**src/rtl/spi_fpga_master_slave.sv**
```systemverilog
// spi_fpga_master_slave: independent SPI master and SPI slave engines on one clock
module spi_fpga_master_slave #(
  parameter int BIT_PER_SECOND                    = 12500000,
  parameter int CLOCK_FREQUENCY                   = 50000000,
  parameter int PACK_LENGTH                       = 8,
  parameter bit CPOL                              = 1'b0,
  parameter bit CPHA                              = 1'b0,
  parameter bit MASTER_PACK_BIT_SEQUENCE_TRANSMIT = 1'b0,
  parameter bit MASTER_PACK_BIT_SEQUENCE_RECEIVE  = 1'b0,
  parameter bit SLAVE_PACK_BIT_SEQUENCE_TRANSMIT  = 1'b0,
  parameter bit SLAVE_PACK_BIT_SEQUENCE_RECEIVE   = 1'b0
) (
  input  logic                   IN_CLOCK,
  input  logic                   IN_RESET_N,
  input  logic                   IN_LAUNCH,
  input  logic [PACK_LENGTH-1:0] IN_MASTER_DATA,
  input  logic                   IN_MISO,
  output logic                   OUT_MOSI,
  output logic                   OUT_CS,
  output logic                   OUT_SCLK,
  output logic [PACK_LENGTH-1:0] OUT_MASTER_RECEIVE_DATA,
  output logic                   OUT_MASTER_ACTION_DONE,
  input  logic [PACK_LENGTH-1:0] IN_SLAVE_TRANSMIT_DATA,
  input  logic                   IN_SLAVE_MOSI,
  input  logic                   IN_SLAVE_CS,
  input  logic                   IN_SLAVE_SCLK,
  output logic                   OUT_SLAVE_MISO,
  output logic [PACK_LENGTH-1:0] OUT_SLAVE_RECEIVE_DATA,
  output logic                   OUT_SLAVE_DONE
);
  localparam int HALF = CLOCK_FREQUENCY / (2 * BIT_PER_SECOND);
  localparam int HW = $clog2(HALF);
  localparam int BW = $clog2(PACK_LENGTH);
  localparam int EW = BW + 1;
  localparam int SW = $clog2(PACK_LENGTH + 1);
  localparam logic [HW-1:0] HMAX = HW'(HALF - 1);
  localparam logic [EW-1:0] EMAX = EW'(2 * PACK_LENGTH - 1);
  localparam logic [SW-1:0] SFULL = SW'(PACK_LENGTH);
  localparam logic [BW-1:0] LAST = BW'(PACK_LENGTH - 1);
  localparam logic [2:0] IDLE = 3'd0, SETUP = 3'd1, SHIFT = 3'd2, HOLD = 3'd3, DONE = 3'd4;

  function automatic logic [BW-1:0] ix(input logic msb, input logic [BW-1:0] n);
    return msb ? LAST - n : n;
  endfunction

  logic [2:0] st_q, st_d;
  logic [HW-1:0] hc_q, hc_d;
  logic [EW-1:0] ec_q, ec_d;
  logic [PACK_LENGTH-1:0] tx_q, tx_d, rx_q, rx_d, mrx_q, mrx_d;
  logic cs_q, cs_d, sclk_q, sclk_d, mosi_q, mosi_d, mdone_q, mdone_d, launch_q;
  logic [BW-1:0] bn, bn1;

  assign bn = ec_q[EW-1:1];
  assign bn1 = bn + BW'(1);

  // master sequencing: each phase lasts HALF clocks, SHIFT toggles SCLK at phase end
  always_comb begin
    st_d = st_q;
    hc_d = hc_q;
    ec_d = ec_q;
    tx_d = tx_q;
    rx_d = rx_q;
    mrx_d = mrx_q;
    cs_d = cs_q;
    sclk_d = sclk_q;
    mosi_d = mosi_q;
    mdone_d = 1'b0;
    if (st_q == IDLE) begin
      if (IN_LAUNCH && !launch_q) begin
        st_d = SETUP;
        hc_d = '0;
        ec_d = '0;
        tx_d = IN_MASTER_DATA;
        cs_d = 1'b0;
        mosi_d = CPHA ? 1'b0 : IN_MASTER_DATA[ix(MASTER_PACK_BIT_SEQUENCE_TRANSMIT, BW'(0))];
      end
    end else if (st_q == DONE) st_d = IDLE;
    else if (hc_q != HMAX) hc_d = hc_q + HW'(1);
    else begin
      hc_d = '0;
      if (st_q == SETUP) st_d = SHIFT;
      else if (st_q == HOLD) begin
        st_d = DONE;
        cs_d = 1'b1;
        mosi_d = 1'b0;
        mrx_d = rx_q;
        mdone_d = 1'b1;
      end else begin
        sclk_d = ~sclk_q;
        ec_d = ec_q + EW'(1);
        if (ec_q == EMAX) st_d = HOLD;
        if (ec_q[0] == CPHA) rx_d[ix(MASTER_PACK_BIT_SEQUENCE_RECEIVE, bn)] = IN_MISO;
        else if (CPHA) mosi_d = tx_q[ix(MASTER_PACK_BIT_SEQUENCE_TRANSMIT, bn)];
        else if (ec_q != EMAX) mosi_d = tx_q[ix(MASTER_PACK_BIT_SEQUENCE_TRANSMIT, bn1)];
      end
    end
  end

  // master state and pin registers
  always_ff @(posedge IN_CLOCK or negedge IN_RESET_N) begin
    if (!IN_RESET_N) begin
      st_q <= IDLE;
      hc_q <= '0;
      ec_q <= '0;
      tx_q <= '0;
      rx_q <= '0;
      mrx_q <= '0;
      cs_q <= 1'b1;
      sclk_q <= CPOL;
      mosi_q <= 1'b0;
      mdone_q <= 1'b0;
      launch_q <= 1'b0;
    end else begin
      st_q <= st_d;
      hc_q <= hc_d;
      ec_q <= ec_d;
      tx_q <= tx_d;
      rx_q <= rx_d;
      mrx_q <= mrx_d;
      cs_q <= cs_d;
      sclk_q <= sclk_d;
      mosi_q <= mosi_d;
      mdone_q <= mdone_d;
      launch_q <= IN_LAUNCH;
    end
  end

  assign OUT_CS = cs_q;
  assign OUT_SCLK = sclk_q;
  assign OUT_MOSI = mosi_q;
  assign OUT_MASTER_RECEIVE_DATA = mrx_q;
  assign OUT_MASTER_ACTION_DONE = mdone_q;

  logic scs_q, ssclk_q, miso_q, miso_d, sdone_q, sdone_d;
  logic [SW-1:0] sc_q, sc_d;
  logic [PACK_LENGTH-1:0] stx_q, stx_d, srx_q, srx_d, sdat_q, sdat_d;
  logic s_lead, s_trail, s_samp, s_drv;

  assign s_lead = (ssclk_q == CPOL) && (IN_SLAVE_SCLK != CPOL);
  assign s_trail = (ssclk_q != CPOL) && (IN_SLAVE_SCLK == CPOL);
  assign s_samp = CPHA ? s_trail : s_lead;
  assign s_drv = CPHA ? s_lead : s_trail;

  // slave: CS high idles, CS fall preloads, then sample/drive on detected SCLK edges
  always_comb begin
    sc_d = sc_q;
    stx_d = stx_q;
    srx_d = srx_q;
    sdat_d = sdat_q;
    miso_d = miso_q;
    sdone_d = 1'b0;
    if (IN_SLAVE_CS) begin
      miso_d = 1'b0;
      sc_d = '0;
    end else if (scs_q) begin
      stx_d = IN_SLAVE_TRANSMIT_DATA;
      sc_d = '0;
      miso_d = CPHA ? 1'b0 : IN_SLAVE_TRANSMIT_DATA[ix(SLAVE_PACK_BIT_SEQUENCE_TRANSMIT, BW'(0))];
    end else if (sc_q != SFULL) begin
      if (s_samp) begin
        srx_d[ix(SLAVE_PACK_BIT_SEQUENCE_RECEIVE, sc_q[BW-1:0])] = IN_SLAVE_MOSI;
        sc_d = sc_q + SW'(1);
        if (sc_d == SFULL) begin
          sdat_d = srx_d;
          sdone_d = 1'b1;
        end
      end else if (s_drv) miso_d = stx_q[ix(SLAVE_PACK_BIT_SEQUENCE_TRANSMIT, sc_q[BW-1:0])];
    end
  end

  // slave registers, including the previous-level copies of the SCLK and CS pins
  always_ff @(posedge IN_CLOCK or negedge IN_RESET_N) begin
    if (!IN_RESET_N) begin
      scs_q <= 1'b1;
      ssclk_q <= CPOL;
      sc_q <= '0;
      stx_q <= '0;
      srx_q <= '0;
      sdat_q <= '0;
      miso_q <= 1'b0;
      sdone_q <= 1'b0;
    end else begin
      scs_q <= IN_SLAVE_CS;
      ssclk_q <= IN_SLAVE_SCLK;
      sc_q <= sc_d;
      stx_q <= stx_d;
      srx_q <= srx_d;
      sdat_q <= sdat_d;
      miso_q <= miso_d;
      sdone_q <= sdone_d;
    end
  end

  assign OUT_SLAVE_MISO = miso_q;
  assign OUT_SLAVE_RECEIVE_DATA = sdat_q;
  assign OUT_SLAVE_DONE = sdone_q;
endmodule

```
**config.mk**
```make
export PLATFORM = sky130hd
export DESIGN_NAME = spi_fpga_master_slave
export DESIGN_NICKNAME = d
export VERILOG_FILES = /design/src/rtl/spi_fpga_master_slave.sv
export SDC_FILE = /design/constraint.sdc
export NUM_CORES = 1
export LEC_CHECK = 0
export CAP_MARGIN = 30
export CORE_ASPECT_RATIO = 0.9
export CORE_MARGIN = 5
export CORE_UTILIZATION = 40
export DETAILED_ROUTE_END_ITERATION = 6
export HOLD_SLACK_MARGIN = 0.15
export SLEW_MARGIN = 10
export SYNTH_ARGS = -nofsm -noshare
export SYNTH_HDL_FRONTEND = slang
export SYNTH_SLANG_ARGS = --single-unit
```
**constraint.sdc**
```tcl
create_clock -name IN_CLOCK -period 2.4 [get_ports IN_CLOCK]
set_input_delay 0.36 -clock IN_CLOCK [delete_from_list [all_inputs] [get_ports IN_CLOCK]]
set_output_delay 0.36 -clock IN_CLOCK [all_outputs]
set_load 0.02 [all_outputs]
```
### Word level (Yosys, flattened, before mapping)

Cells that the tools add are included.

* $add $sub $neg: 4
* bitwise gates (word level): 10
* reduce and logical (&&, ||, !) cells: 30
* eq/ne operators: 12
* divide/modulo/power cells: 0
* $mul: 0
* magnitude comparators: 5
* shift-type cells: 0
* mux-type cells: 59

Operators by type and width (number)
* $mux W4: 10
* $mux W1: 36
* $reduce_and A5 Y1: 5
* $mux W3: 7
* $reduce_bool A3 Y1: 6
* $bwmux W8: 2
* $lt A3 B4 Y1 const B: 3
* $reduce_and A6 Y1: 2
* $not A1 Y1: 10
* $add A4 B1 Y4 const B: 2
* $eq A4 B4 Y1 const B: 2
* $ne A4 B4 Y1 const B: 2
* $reduce_and A2 Y1: 4
* $bmux W1 S3: 2
* $demux W1 S3: 2
* $ge A3 B1 Y1 const B: 2
* $ne A2 B2 Y1 const B: 3
* $reduce_and A3 Y1: 2
* $logic_and A1 B1 Y1: 5
* $reduce_bool A5 Y1: 1
* $reduce_and A4 Y1: 1
* $reduce_bool A2 Y1: 2
* $add A3 B1 Y3 const B: 1
* $eq A3 B1 Y1 const B: 1
* 7 further kinds: 7

* memories: 0
* latch bits: 0
* register bits: 69
* RAM bits: 0
* input bits: 23
* output and inout port bits: 22
* ROM bits: 0
* logic and storage cells: 139

### Longest topological paths before layout

* depth after elaboration: 10
* mapped depth: 8
* depth with buffers taken out: 7

### Least setup slack after synthesis

OpenSTA, ideal clock, no wires.

* path type: flip-flop to flip-flop
* from: register sc_q[0]
* to: register sdat_q[0], in the netlist OUT_SLAVE_RECEIVE_DATA[0]
* clock period less this slack: 1.962 ns
* path slack: 0.438 ns
* cell stages (with the launch flop): 9
* library setup time: 0.125 ns
* data arrival time: 1.838 ns
* buffers on the path: 1
* required time: 2.275 ns
* cell sequence: dfrtp_1 > buf_2 > inv_1 > ha_1 > nand3b_1 > nand3b_2 > nor2_2 > o211ai_4 > mux2_2

* cells in the longest elaborated chain, start to end: 5
* elaborated cells between the ends (all ways): 10
* those cells by class: add/sub (1); order compare (2); eq/ne (2); mux (3); reduce/logical (2)

RTL lines
* start, declared: RTL line 135 `logic [SW-1:0] sc_q, sc_d;`
* start signal, assigned: RTL line 176 `sc_q <= '0;`
* start signal, assigned: RTL line 185 `sc_q <= sc_d;`
* $lt A3 B4 Y1 (implied by the code) / $ge A3 B1 Y1 (equally long branches): RTL line 161 `srx_d[ix(SLAVE_PACK_BIT_SEQUENCE_RECEIVE, sc_q[BW-1:0])] = IN_SLAVE_MOSI;`
* $logic_and A1 B1 Y1 (implied by the code): RTL line 161
* $mux W1 (implied by the code): RTL line 161
* $demux W1 S3: RTL line 161
* $bwmux W8: RTL line 161
* end signal, assigned: RTL line 188 `sdat_q <= sdat_d;`
* end, declared: RTL line 136 `logic [PACK_LENGTH-1:0] stx_q, stx_d, srx_q, srx_d, sdat_q, sdat_d;`

Several ways; a longest one is shown, not always the timed one.
A chain may end at the register's enable or synchronous reset.

### Worst setup path after layout

* from: register sc_q[1]
* to: register sdat_q[1], in the netlist OUT_SLAVE_RECEIVE_DATA[1]

The elaborated chain is that of the path after synthesis.

==> results.cfg <==
[placed_design]
dpl.hpwl_mm = 4.43
place.port_buffers = 44
globalplace.congestion = 0.762

[global_routing]
grt-ovfl-total = 0
grt_pass1_wl_mm = 10.9
grt_start_max_net_pins = 59
grt_pass1_vias = 2255
grt.total_usage_pct = 13.5
grt_antenna_before_repair = 0

[pwr]
share_clk_of_total_power_pct = 25.4
static-leakage-power_nw = 1.83
p_int_w = 0.00252
switchingPower_w = 0.00117
sw_frac_of_total_pct = 31.6
areal_power_density_over_the_cells_nw_per_um2 = 910
vdd_ir_drop_max_mv = 0.477
power.share.sequential_pct = 45.3
comb_power_share_pct = 29.3

[timing]
setup_viol = 0
fmax_mhz = 477
transition_at_the_pin_with_the_smallest_max_transition_slack_ns = 0.484
grt_setup_unrepaired = no
finalSetupTns_ns = 0
clock-skew-final_ns = 0.00858
report.final.hold_viol_count = 0
shortest_period_the_worst_path_allows_ns = 2.10
post-route-period-util_pct = 87.3
relSlewSlack_pct = 67.5
final-max-slew-violation-count = 0

[setup_path]
crit_fanout = 9
critPathMaxStageDelay_ns = 0.47
start_kind = flip-flop
crit_chain = inv_1 > ha_1 > nand3b_1 > nand3b_2 > nor2_2 > o211ai_4 > mux2_2
setup.worst_path.start = sc_q[1]$_DFFE_PN0P_
timing.critical_path.arrival_ns = 2.32
critical_path_class = reg -> reg
timing.reg2reg.worst_path_depth = 7
cp_data_required_time_ns = 2.62
regToRegStartpoint = sc_q[1]$_DFFE_PN0P_
crit_slowest_cell = sky130_fd_sc_hd__dfrtp_1
worst_setup_path_end_kind = flip-flop

[cts]
clock_sink_count = 69
cts_post_setup_buffers_inserted = 0
cts_tree = built
clock_path_buffers = 2
clkSlewWorstSetupHoldPaths_ns = 0.07
postCtsResizedCells = 0
cts_buffers = 9
ctsHoldBuffers = 1
worst_skew_pair.late_latency_ns = 0.34
cts.htree.levels = 3
clockRootBuffer = sky130_fd_sc_hd__clkbuf_8

[floorplan]
fp.dieH_um = 95.7
die-area_um2 = 10100
rows = 31
floorplan.initialDensity_pct = 40.9
ioPinCount = 45
core-area_um2 = 7990
die_extent_in_x_um = 105

[run]
timing.max_cap.violations = 0

[synthesis]
synth_top_family_by_area = multiplexers
synth-simple-area-share_pct = 15.0
synth.area.mux_share_pct = 19.7
synth.most_common_cell = sky130_fd_sc_hd__dfrtp_1
postSynth.asyncResetShare_pct = 100
synth_xor_area_share_pct = 1.88
yosys_warnings = 0
syn-mean-instance-area_um2 = 11.3
synth_top_flop_cell = sky130_fd_sc_hd__dfrtp_1
synth-compound-area-share_pct = 5.37
synthTopCellsByCount = sky130_fd_sc_hd__dfrtp_1, sky130_fd_sc_hd__mux2_2, sky130_fd_sc_hd__nand2_1
synth_top_cells_by_area = sky130_fd_sc_hd__dfrtp_1, sky130_fd_sc_hd__mux2_2, sky130_fd_sc_hd__nand2_1
ys_types = 45
area_of_the_mapped_netlist_um2 = 3260
ys_ff_latch = 69
post_synth_adder_cell_area_pct = 1.92
post_synthesis_cell_count = 288
net_count_after_synthesis = 316
post-synth-top-area-fraction_pct = 51.4
yosys.area.top_type = sky130_fd_sc_hd__dfrtp_1
synth-seq-area-share_pct = 53.0
synth-edff-count = 0

[routing]
drt-total-wl_mm = 6.32
drt_pass1_iterations = 4
detail-route-antenna-nets = 0
drc_viols = 0
drtIter0Drc = 105
wire_per_inst_um = 14.2
vias_post_dr = 2188
vias_per_cell = 4.93

[cells_and_area]
finalNetCount = 368
drive_gt1_share_pct = 24.3
filler_cell_count = 731
area_delta_synth_final_pct = 24.1
postLayoutCoreUtil_pct = 50.7
antenna_cells_inserted = 0

[run_status]
status = complete, no violations

[worst_hold_path]
hold_class = in -> async
[through the flow]
stage / hold WS, ns / total power [W] / std cells / area, um2 / setup WS, ns
final: 0.438 / 0.00369 / 444 / 4050 / 0.304
after global routing: 0.461 / 0.00393 / 444 / 4050 / 0.0907
after CTS: 0.443 / 0.00375 / 444 / 4050 / 0.278
after detailed placement: 0.274 / 0.00278 / 427 / 3840 / 0.187
after global placement: 0.277 / 0.00276 / 427 / 3840 / 0.225
after floorplan: 0.0644 / 0.00239 / 288 / 3260 / 0.438
[final cells by class]
cell class / count / area [um2] / share of cell area, %
inverters: 9 / 33.8 / 0.834
repair buffers: 55 / 533 / 13.2
multi-input cells: 196 / 1430 / 35.3
clock buffers: 16 / 200 / 4.94
flip-flops and latches: 69 / 1730 / 42.7
well taps: 99 / 124 / 3.06
[state kept, by name, summed over array words and instances, names as in the netlist]
register	count
srx_q	8
ssclk_q	1
st_q	3
OUT_MASTER_ACTION_DONE	1
OUT_CS	1
OUT_SLAVE_DONE	1
scs_q	1
rx_q	8
OUT_MOSI	1
OUT_SCLK	1
sc_q	4
stx_q	8
OUT_SLAVE_RECEIVE_DATA	8
launch_q	1
OUT_MASTER_RECEIVE_DATA	8
ec_q	4
tx_q	8
hc_q	1
OUT_SLAVE_MISO	1
[worst max-delay path: cells and delay by family, from the launching register on]
family                   cells  cell delay (ns)
flip-flops                   1             0.47
AND/OR/NAND/NOR              3             0.67
AO/OA/AOI/OAI                1             0.21
multiplexers                 1             0.31
adder cells (fa/ha/maj)      1             0.19
buffers and inverters        1             0.12
[cells in the final DEF, fill, tap and decap left out, types with 2 or more instances in the layout]
cell / synthesis / layout
sky130_fd_sc_hd__a21oi_1: 5 / 5
sky130_fd_sc_hd__a31oi_1: 2 / 2
sky130_fd_sc_hd__and2_1: 2 / 2
sky130_fd_sc_hd__and3_1: 3 / 3
sky130_fd_sc_hd__buf_4: 1 / 9
sky130_fd_sc_hd__clkbuf_1: 8 / 2
sky130_fd_sc_hd__clkbuf_8: 1 / 14
sky130_fd_sc_hd__clkdlybuf4s50_1: 0 / 43
sky130_fd_sc_hd__dfrtp_1: 67 / 67
sky130_fd_sc_hd__dfstp_2: 2 / 2
sky130_fd_sc_hd__ha_1: 5 / 5
sky130_fd_sc_hd__inv_1: 8 / 8
sky130_fd_sc_hd__mux2_2: 50 / 50
sky130_fd_sc_hd__mux2i_1: 3 / 3
sky130_fd_sc_hd__nand2_1: 43 / 43
sky130_fd_sc_hd__nand3_1: 13 / 13
sky130_fd_sc_hd__nand3b_1: 6 / 6
sky130_fd_sc_hd__nor2_1: 19 / 19
sky130_fd_sc_hd__nor2b_1: 4 / 4
sky130_fd_sc_hd__nor3_1: 6 / 6
sky130_fd_sc_hd__nor3b_1: 2 / 2
sky130_fd_sc_hd__o21a_1: 2 / 2
sky130_fd_sc_hd__o21ai_0: 6 / 6
sky130_fd_sc_hd__o21ai_1: 2 / 2
sky130_fd_sc_hd__xnor2_1: 4 / 4
sky130_fd_sc_hd__xor2_1: 3 / 3
[power by group through the flow]
stage          clock, W  combinational, W  sequential, W
2_1_floorplan         0          0.000705        0.00169
3_3_place_gp          0           0.00108        0.00168
3_5_place_dp          0           0.00110        0.00168
4_1_cts        0.000977           0.00110        0.00167
5_1_grt         0.00102           0.00120        0.00171
6_report       0.000937           0.00108        0.00167
[path summary, 6_finish.rpt]
| path | to | slack [ns] |
|---|---|---|
| worst max-delay path | OUT_SLAVE_RECEIVE_DATA[1]$_DFFE_PN0P_ | 0.30 |
| worst min-delay path | stx_q[2]$_DFFE_PN0P_ | 0.44 |
| worst max register to register | OUT_SLAVE_RECEIVE_DATA[1]$_DFFE_PN0P_ | 0.30 |
| worst min register to register | tx_q[2]$_DFFE_PN0P_ | 0.48 |
| max in group asynchronous | OUT_CS$_DFFE_PN1P_ | 1.34 |
| min in group IN_CLOCK | tx_q[2]$_DFFE_PN0P_ | 0.48 |
[logic make-up after synthesis]
logic type	after synthesis
compound gates	25
xor+xnor	7
fa+ha+maj	5
buf+inv	23
flops	69
mux	55
simple gates	104
[routing by layer]
| layer | up-vias | wire [um] | track usage [%] |
|---|---|---|---|
| li1 | 1105 | - | - |
| met1 | 1037 | 3090 | 17.9 |
| met2 | 41 | 2870 | 21.1 |
| met3 | 5 | 302 | 5.10 |
| met4 | 0 | 61 | 3.51 |
| met5 | - | 0 | 0 |
Power figures use the tool's default switching activity.
